### src/rtl/data_bus_seq_if.sv
// Bus-sequencer handshake bundle: core/DMA request side plus the data-mux
// control and strobe lines driven back by the sequencer.
interface data_bus_seq_if;
   logic       core_req;
   logic       core_wr;
   logic       core_src;
   logic       core_ack;
   logic       dma_req;
   logic       dma_wr;
   logic       dma_ack;
   logic       owner_dma;
   logic       DL_Control1;
   logic       DL_Control2;
   logic       DataOut;
   logic       RD;
   logic       WR;
   logic       dl_latch;
   logic       busy;
   logic [1:0] t_state;

   modport master (
      output core_req, core_wr, core_src, dma_req, dma_wr,
      input  core_ack, dma_ack, owner_dma, DL_Control1, DL_Control2,
             DataOut, RD, WR, dl_latch, busy, t_state
   );

   modport slave (
      input  core_req, core_wr, core_src, dma_req, dma_wr,
      output core_ack, dma_ack, owner_dma, DL_Control1, DL_Control2,
             DataOut, RD, WR, dl_latch, busy, t_state
   );
endinterface

### src/rtl/data_bus_seq.sv
// Data-bus transaction sequencer: arbitrates core vs DMA ownership and runs
// each transaction as a fixed T1..T4 cycle driving the DataMux controls.
//
// state | meaning
// IDLE  | no transaction; arbitrate on any request
// T1    | address phase; enables / RD asserted
// T2    | WR asserted for writes
// T3    | last strobe cycle; core read data captured
// T4    | ack to owner, enables dropped; arbitrate for back-to-back
module data_bus_seq #(
   parameter int MAX_DMA_RUN = 4,
   parameter int RUN_W       = 4
) (
   input logic           CLK,
   input logic           nRESET,
   data_bus_seq_if.slave bus
);

   typedef enum logic [2:0] {S_IDLE, S_T1, S_T2, S_T3, S_T4} state_t;

   localparam logic [RUN_W-1:0] RUN_MAX = RUN_W'(MAX_DMA_RUN);

   state_t           state_q, state_d;
   logic             own_dma_q, own_dma_d;
   logic             wr_q, wr_d;
   logic             src_q, src_d;
   logic [RUN_W-1:0] run_q, run_d;

   logic       busy_q, busy_d;
   logic [1:0] tst_q, tst_d;
   logic       owner_q, owner_d;
   logic       dl1_q, dl1_d;
   logic       dl2_q, dl2_d;
   logic       dout_q, dout_d;
   logic       rd_q, rd_d;
   logic       wrs_q, wrs_d;
   logic       lat_q, lat_d;
   logic       cack_q, cack_d;
   logic       dack_q, dack_d;

   logic core_wins;
   logic t13, t23;

   always_comb begin
      state_d   = state_q;
      own_dma_d = own_dma_q;
      wr_d      = wr_q;
      src_d     = src_q;
      run_d     = run_q;
      core_wins = bus.core_req && (!bus.dma_req || (run_q == RUN_MAX));

      unique case (state_q)
         S_T1:    state_d = S_T2;
         S_T2:    state_d = S_T3;
         S_T3:    state_d = S_T4;
         default: begin
            if (bus.core_req || bus.dma_req) begin
               state_d = S_T1;
               if (core_wins) begin
                  own_dma_d = 1'b0;
                  wr_d      = bus.core_wr;
                  src_d     = bus.core_src;
                  run_d     = '0;
               end else begin
                  own_dma_d = 1'b1;
                  wr_d      = bus.dma_wr;
                  src_d     = 1'b0;
                  // Only a waiting core makes a DMA run count towards fairness
                  if (!bus.core_req)
                     run_d = '0;
                  else if (run_q != RUN_MAX)
                     run_d = run_q + RUN_W'(1);
               end
            end else begin
               state_d = S_IDLE;
            end
         end
      endcase

      // Outputs are registered, so they are decoded from the next state
      t13     = (state_d == S_T1) || (state_d == S_T2) || (state_d == S_T3);
      t23     = (state_d == S_T2) || (state_d == S_T3);
      busy_d  = (state_d != S_IDLE);
      tst_d   = 2'd0;
      unique case (state_d)
         S_T2:    tst_d = 2'd1;
         S_T3:    tst_d = 2'd2;
         S_T4:    tst_d = 2'd3;
         default: tst_d = 2'd0;
      endcase
      owner_d = busy_d && own_dma_d;
      dl1_d   = owner_d;
      dout_d  = t13 && !own_dma_d && wr_d && !src_d;
      dl2_d   = t13 && !own_dma_d && wr_d && src_d;
      rd_d    = t13 && !wr_d;
      wrs_d   = t23 && wr_d;
      lat_d   = (state_d == S_T3) && !own_dma_d && !wr_d;
      cack_d  = (state_d == S_T4) && !own_dma_d;
      dack_d  = (state_d == S_T4) && own_dma_d;
   end

   always_ff @(posedge CLK) begin
      if (!nRESET) begin
         state_q   <= S_IDLE;
         own_dma_q <= 1'b0;
         wr_q      <= 1'b0;
         src_q     <= 1'b0;
         run_q     <= '0;
         busy_q    <= 1'b0;
         tst_q     <= 2'd0;
         owner_q   <= 1'b0;
         dl1_q     <= 1'b0;
         dl2_q     <= 1'b0;
         dout_q    <= 1'b0;
         rd_q      <= 1'b0;
         wrs_q     <= 1'b0;
         lat_q     <= 1'b0;
         cack_q    <= 1'b0;
         dack_q    <= 1'b0;
      end else begin
         state_q   <= state_d;
         own_dma_q <= own_dma_d;
         wr_q      <= wr_d;
         src_q     <= src_d;
         run_q     <= run_d;
         busy_q    <= busy_d;
         tst_q     <= tst_d;
         owner_q   <= owner_d;
         dl1_q     <= dl1_d;
         dl2_q     <= dl2_d;
         dout_q    <= dout_d;
         rd_q      <= rd_d;
         wrs_q     <= wrs_d;
         lat_q     <= lat_d;
         cack_q    <= cack_d;
         dack_q    <= dack_d;
      end
   end

   assign bus.busy        = busy_q;
   assign bus.t_state     = tst_q;
   assign bus.owner_dma   = owner_q;
   assign bus.DL_Control1 = dl1_q;
   assign bus.DL_Control2 = dl2_q;
   assign bus.DataOut     = dout_q;
   assign bus.RD          = rd_q;
   assign bus.WR          = wrs_q;
   assign bus.dl_latch    = lat_q;
   assign bus.core_ack    = cack_q;
   assign bus.dma_ack     = dack_q;

   // Mux-contention and strobe exclusivity guards
   a_dv_res:  assert property (@(posedge CLK) !(dout_q && dl2_q));
   a_dis_en:  assert property (@(posedge CLK) !(dl1_q && (dout_q || dl2_q)));
   a_rd_wr:   assert property (@(posedge CLK) !(rd_q && wrs_q));
   a_ack_one: assert property (@(posedge CLK) !(cack_q && dack_q));

endmodule

### src/flat_wrapper.sv
// flat-port wrapper written by rule: the top's interface ports become plain ports
module data_bus_seq_flat 
#(
   parameter int MAX_DMA_RUN = 4,
   parameter int RUN_W       = 4
)
  (CLK, nRESET, bus_core_req, bus_core_wr, bus_core_src, bus_dma_req, bus_dma_wr, bus_core_ack, bus_dma_ack, bus_owner_dma, bus_DL_Control1, bus_DL_Control2, bus_DataOut, bus_RD, bus_WR, bus_dl_latch, bus_busy, bus_t_state);
  data_bus_seq_if bus_i ();
  input logic CLK;
  input logic nRESET;
  input wire logic [$bits(bus_i.core_req)-1:0] bus_core_req;
  input wire logic [$bits(bus_i.core_wr)-1:0] bus_core_wr;
  input wire logic [$bits(bus_i.core_src)-1:0] bus_core_src;
  input wire logic [$bits(bus_i.dma_req)-1:0] bus_dma_req;
  input wire logic [$bits(bus_i.dma_wr)-1:0] bus_dma_wr;
  output wire logic [$bits(bus_i.core_ack)-1:0] bus_core_ack;
  output wire logic [$bits(bus_i.dma_ack)-1:0] bus_dma_ack;
  output wire logic [$bits(bus_i.owner_dma)-1:0] bus_owner_dma;
  output wire logic [$bits(bus_i.DL_Control1)-1:0] bus_DL_Control1;
  output wire logic [$bits(bus_i.DL_Control2)-1:0] bus_DL_Control2;
  output wire logic [$bits(bus_i.DataOut)-1:0] bus_DataOut;
  output wire logic [$bits(bus_i.RD)-1:0] bus_RD;
  output wire logic [$bits(bus_i.WR)-1:0] bus_WR;
  output wire logic [$bits(bus_i.dl_latch)-1:0] bus_dl_latch;
  output wire logic [$bits(bus_i.busy)-1:0] bus_busy;
  output wire logic [$bits(bus_i.t_state)-1:0] bus_t_state;
  assign bus_i.core_req = bus_core_req;
  assign bus_i.core_wr = bus_core_wr;
  assign bus_i.core_src = bus_core_src;
  assign bus_i.dma_req = bus_dma_req;
  assign bus_i.dma_wr = bus_dma_wr;
  assign bus_core_ack = bus_i.core_ack;
  assign bus_dma_ack = bus_i.dma_ack;
  assign bus_owner_dma = bus_i.owner_dma;
  assign bus_DL_Control1 = bus_i.DL_Control1;
  assign bus_DL_Control2 = bus_i.DL_Control2;
  assign bus_DataOut = bus_i.DataOut;
  assign bus_RD = bus_i.RD;
  assign bus_WR = bus_i.WR;
  assign bus_dl_latch = bus_i.dl_latch;
  assign bus_busy = bus_i.busy;
  assign bus_t_state = bus_i.t_state;
  data_bus_seq #(.MAX_DMA_RUN(MAX_DMA_RUN), .RUN_W(RUN_W)) u_core (.CLK(CLK), .nRESET(nRESET), .bus(bus_i));
endmodule
### config.mk
export PLATFORM = sky130hd
export DESIGN_NAME = data_bus_seq_flat
export DESIGN_NICKNAME = d
export VERILOG_FILES = /design/src/rtl/data_bus_seq_if.sv /design/src/rtl/data_bus_seq.sv /design/src/flat_wrapper.sv
export SDC_FILE = /design/constraint.sdc
export NUM_CORES = 1
export LEC_CHECK = 0
export BUFFER_PORTS_ARGS = -buffer_cell sky130_fd_sc_hd__buf_2
export CORE_MARGIN = 5
export CORE_UTILIZATION = 40
export CTS_CLUSTER_DIAMETER = 100
export DETAILED_ROUTE_END_ITERATION = 8
export SYNTH_ARGS = -nofsm -noshare
export SYNTH_HDL_FRONTEND = slang
export SYNTH_SLANG_ARGS = --single-unit
export TNS_END_PERCENT = 50
### constraint.sdc
create_clock -name CLK -period 2.63 [get_ports CLK]
set_clock_uncertainty 0.15 [all_clocks]
set_input_delay 0.263 -clock CLK [delete_from_list [all_inputs] [get_ports CLK]]
set_output_delay 0.263 -clock CLK [all_outputs]
set_load 0.05 [all_outputs]
# == Word level (Yosys, flattened, before mapping) ==
# Index checks and enable logic that the tools add are counted.
# word_totals
register_bits,21
out_inout_bits,12
word_cells,66
# classes
addsub,1
n_eq_ne,10
mux,15
bitwise,1
n_reduce_logical,24
# ops
cell,n
"3-bit by 2-bit == test with 1-bit output, second input constant",4
1-bit logical AND,12
4-bit 2-to-1 mux,3
1-bit 2-to-1 mux,10
3-bit one-hot mux with 3 select lines,1
"3-bit by 1-bit == test with 1-bit output, second input constant",2
2-bit one-hot mux with 3 select lines,1
1-bit logical OR,5
"4-bit by 1-bit adder with 4-bit output, second input constant",1
"4-bit by 3-bit == test with 1-bit output, second input constant",1
1-bit zero test,4
"4-bit by 3-bit != test with 1-bit output, second input constant",1
"3-bit == test, second input constant",1
"3-bit by 1-bit != test with 1-bit output, second input constant",1
3-bit AND reduction,1
3-bit nonzero test,1
3-bit OR reduction,1
1-bit inverter,1

# == Logic depth before layout (Yosys ltp) ==
# depth
word_depth,10
depth_mapped,6
mapped_depth_nobuf,6

# == Worst setup path before layout ==
# OpenSTA, ideal clock, no wires.
# synth_path
kind,reg2reg
start,reg u_core.run_q[0]
end,reg u_core.lat_q (netlist: u_core.bus.dl_latch)
setup_time_ns,0.117
arrival_time_ns,1.347
setup_slack_ns,1.016
path_stages_with_launch,7
n_path_buf,0
synth_period_minus_slack_ns,1.614
path_cell_list,dfxtp_1 > inv_1 > ha_1 > nand3b_1 > a21oi_1 > a21oi_1 > and4bb_1
# synth_via
elab_chain_len,9
word_cells_on_any_way,13
# synth_rtl
item,line,source
start: declaration,data_bus_seq.sv:27,"logic [RUN_W-1:0] run_q, run_d;"
start signal: assignment,data_bus_seq.sv:125,run_q <= run_d;
4-bit by 3-bit == test with 1-bit output (*),data_bus_seq.sv:50,core_wins = bus.core_req && (!bus.dma_req || (run_q == RUN_MAX));
1-bit logical OR (*),data_bus_seq.sv:50,
1-bit logical AND (*),data_bus_seq.sv:50,
1-bit 2-to-1 mux,data_bus_seq.sv:59,if (core_wins) begin
1-bit 2-to-1 mux,data_bus_seq.sv:57,if (bus.core_req || bus.dma_req) begin
1-bit 2-to-1 mux,data_bus_seq.sv:52,unique case (state_q)
1-bit zero test,data_bus_seq.sv:97,lat_d = (state_d == S_T3) && !own_dma_d && !wr_d;
1-bit logical AND,data_bus_seq.sv:97,
1-bit logical AND (*),data_bus_seq.sv:97,
end signal: assignment,data_bus_seq.sv:134,lat_q <= lat_d;
end: declaration,data_bus_seq.sv:37,"logic lat_q, lat_d;"
# Mark *: on every way between the ends. The rest lies on a longest branch, timed or not.
# A chain may end at the register's enable or synchronous reset.

# == Worst setup path after layout ==
# Ends and elaborated chain as after synthesis.

==> impl_metrics.sql <==
INSERT INTO impl_metrics (metric_group, metric, value, unit) VALUES
('final_layout', 'multi_input_area', '342', 'um^2'),
('synth', 'synthesis.area', '803', 'um^2'),
('floorplan', 'fp-row-count', '16', ''),
('synth', 'post_synth_net_total', '91', ''),
('timing', 'final_total_negative_setup_slack', '0', 'ns'),
('power_and_ir_drop', 'power.ir.vdd_worst', '0.460', 'mV'),
('routing', 'total_drc_errors_in_the_routed_layout', '0', ''),
('placed_design', 'pre_cts_ws', '0.830', 'ns'),
('final_layout', 'antenna-diode-count', '0', ''),
('clocking', 'clock_path_buffers', '2', ''),
('floorplan', 'die_area', '3000', 'um^2'),
('power_and_ir_drop', 'power_density', '873', 'nW/um^2'),
('clocking', 'clock-sinks', '21', ''),
('global_route', 'grt_busiest_layer', 'met2', ''),
('setup_path', 'startpoint_class_of_the_critical_path', 'register', ''),
('global_route', 'grt_util_met3', '2.45', '%'),
('global_route', 'global_route.overflow_total', '0', ''),
('routing', 'drtAntennaViolNets', '0', ''),
('final_layout', 'layout-area-overhead-vs-synth', '17.9', '%'),
('clocking', 'cts_setup_buffers', '0', ''),
('global_route', 'pin_count_of_the_biggest_net_entering_global_routing', '13', ''),
('routing', 'post_drt_via_cell_ratio', '4.54', ''),
('floorplan', 'start_util', '41.4', '%'),
('setup_path', 'crit_required', '2.68', 'ns'),
('routing', 'wirelength', '1410', 'um'),
('timing', 'fin_crit_sh', '69.1', '%'),
('clocking', 'worst_setup_hold_path_clk_slew', '0.12', 'ns'),
('clocking', 'clockRootBuffer', 'clkbuf_4', ''),
('placed_design', 'hpwlAfterDp', '1080', 'um'),
('final_layout', 'layout.core_utilization', '48.8', '%'),
('global_route', 'grt_use_total', '10.7', '%'),
('synth', 'synth.avg_cell_area', '9.80', 'um^2'),
('final_layout', 'final_net_count', '113', ''),
('clocking', 'cts_tree', 'yes', ''),
('synth', 'yosysTopAreaCellShare', '52.3', '%'),
('global_route', 'antenna_violations_before_repair', '0', ''),
('synth', 'synth.cells.most_frequent', 'dfxtp_1 (21), inv_1 (9), nor2_1 (7), a21oi_1 (5)', ''),
('final_layout', 'drive_gt1_share', '26.2', '%'),
('synth', 'synthFlopType', 'dfxtp_1', ''),
('global_route', 'grt_first_pass_wirelength', '2320', 'um'),
('setup_path', 'setup.worst_path.class', 'reg -> reg', ''),
('setup_path', 'critical_path.reg2reg.startpoint', 'u_core.run_q[0]', ''),
('setup_path', 'minimum_setup_slack_among_reg_to_reg_paths', '0.81', 'ns'),
('clocking', 'cts_htree_levels', '1', ''),
('floorplan', 'core_area', '1940', 'um^2'),
('timing', 'slew_headroom', '68.2', '%'),
('global_route', 'grt.met2_usage', '17.1', '%'),
('timing', 'fmax', '0.550', 'GHz'),
('synth', 'synth.largest_area_cell', 'dfxtp_1', ''),
('clocking', 'cts.repair.resized', '0', ''),
('hold_path', 'min_from', 'nRESET', ''),
('final_layout', 'filler_cell_count', '213', ''),
('timing', 'timing_worst_slew_pin_value', '0.476', 'ns'),
('synth', 'synth_seq_area_share', '52.3', '%'),
('global_route', 'vias_in_the_first_global_route', '525', ''),
('routing', 'avgRoutedWirePerCell', '10.8', 'um'),
('floorplan', 'die-width', '54.8', 'um'),
('floorplan', 'io_pins', '19', ''),
('synth', 'ys_types', '27', ''),
('routing', 'num_vias', '590', ''),
('run_status', 'outcome', 'complete, no violations', ''),
('timing', 'unrepaired_setup_endpoints_after_global_routing', 'false', ''),
('final_layout', 'layout.area.seq', '420', 'um^2'),
('flow_run', 'drv_cap', '0', ''),
('setup_path', 'worstSetupStartpoint', 'u_core.run_q[0]', ''),
('synth', 'postSynthRegisterBits', '21', ''),
('placed_design', 'place_congestion', '0.798', ''),
('power_and_ir_drop', 'p_leak', '0.428', 'nW'),
('synth', 'synth_most_common_cell', 'dfxtp_1', ''),
('final_layout', 'max_flop_register', 'u_core.run_q', ''),
('timing', 'maxSlewViolCount', '0', '');
==> worst max-delay path, stage by stage (launching register included) <==
cell and delay [ns]:
dfxtp_1 0.41, inv_1 0.06, ha_1 0.19, nand3b_1 0.14, a21oi_1 0.11, a21oi_1 0.40
and4bb_1 0.26
==> stage by stage <==
stage	cell area [um^2]	instances	power [mW]	hold slack, ns
6_report	947	130	0.826	0.0935
5_1_grt	947	130	0.877	0.0949
4_1_cts	947	130	0.837	0.0891
3_5_place_dp	920	126	0.684	0.357
3_3_place_gp	920	126	0.686	0.324
2_1_floorplan	803	82	0.626	0.235
==> final timing paths <==
path	cells past startpoint	endpoint
setup / recovery	6	u_core.bus.dl_latch
hold reg to reg	2	u_core.run_q[1]
hold / removal	2	u_core.src_q
setup reg to reg	6	u_core.bus.dl_latch
==> layout by cell type (no fill, tap or decap), types with 2 or more instances in the layout <==
cell type	count
nor2_1	7
dfxtp_1	21
nand2_1	4
inv_1	9
nor3_1	4
o21ai_0	2
and2_1	4
xnor2_1	3
buf_2	18
nand3_1	3
clkbuf_4	3
ha_1	2
a21oi_1	5
nor2b_1	3
==> layer usage <==
layer  share of wire, %  up-vias
met5                  0        -
li1                   -      319
met3                6.1        2
met1                 47      256
met4               0.85        0
met2                 46       13
==> cell families (layout without fill, tap and decap cells) <==
family	Yosys count	count (layout)	synth area share (%)
xor gates and xnor gates	4	4	4.36
buffers and inverters	10	31	5.14
adders and majority gates	2	2	3.11
DFF	21	21	52.3
AOI/OAI and AO/OA	14	14	13.4
and+or+nand+nor	31	31	21.7
==> power breakdown <==
group          leakage (nW)  internal, mW  total [mW]  switching (mW)
combinational         0.239        0.0858       0.278           0.192
clock                0.0177        0.0566       0.153          0.0961
sequential            0.172         0.365       0.396          0.0314
==> final cells by class <==
| type | count | share of cell area (%) |
|---|---|---|
| Clock buffer | 3 | 2.38 |
| Clock inverter | 1 | 0.528 |
| Inverter | 9 | 3.57 |
| Multi-Input combinational cell | 51 | 36.1 |
| Sequential cell | 21 | 44.4 |
| Tap cell | 27 | 3.57 |
| Timing Repair Buffer | 18 | 9.51 |
Power figures use the tool's default switching activity.
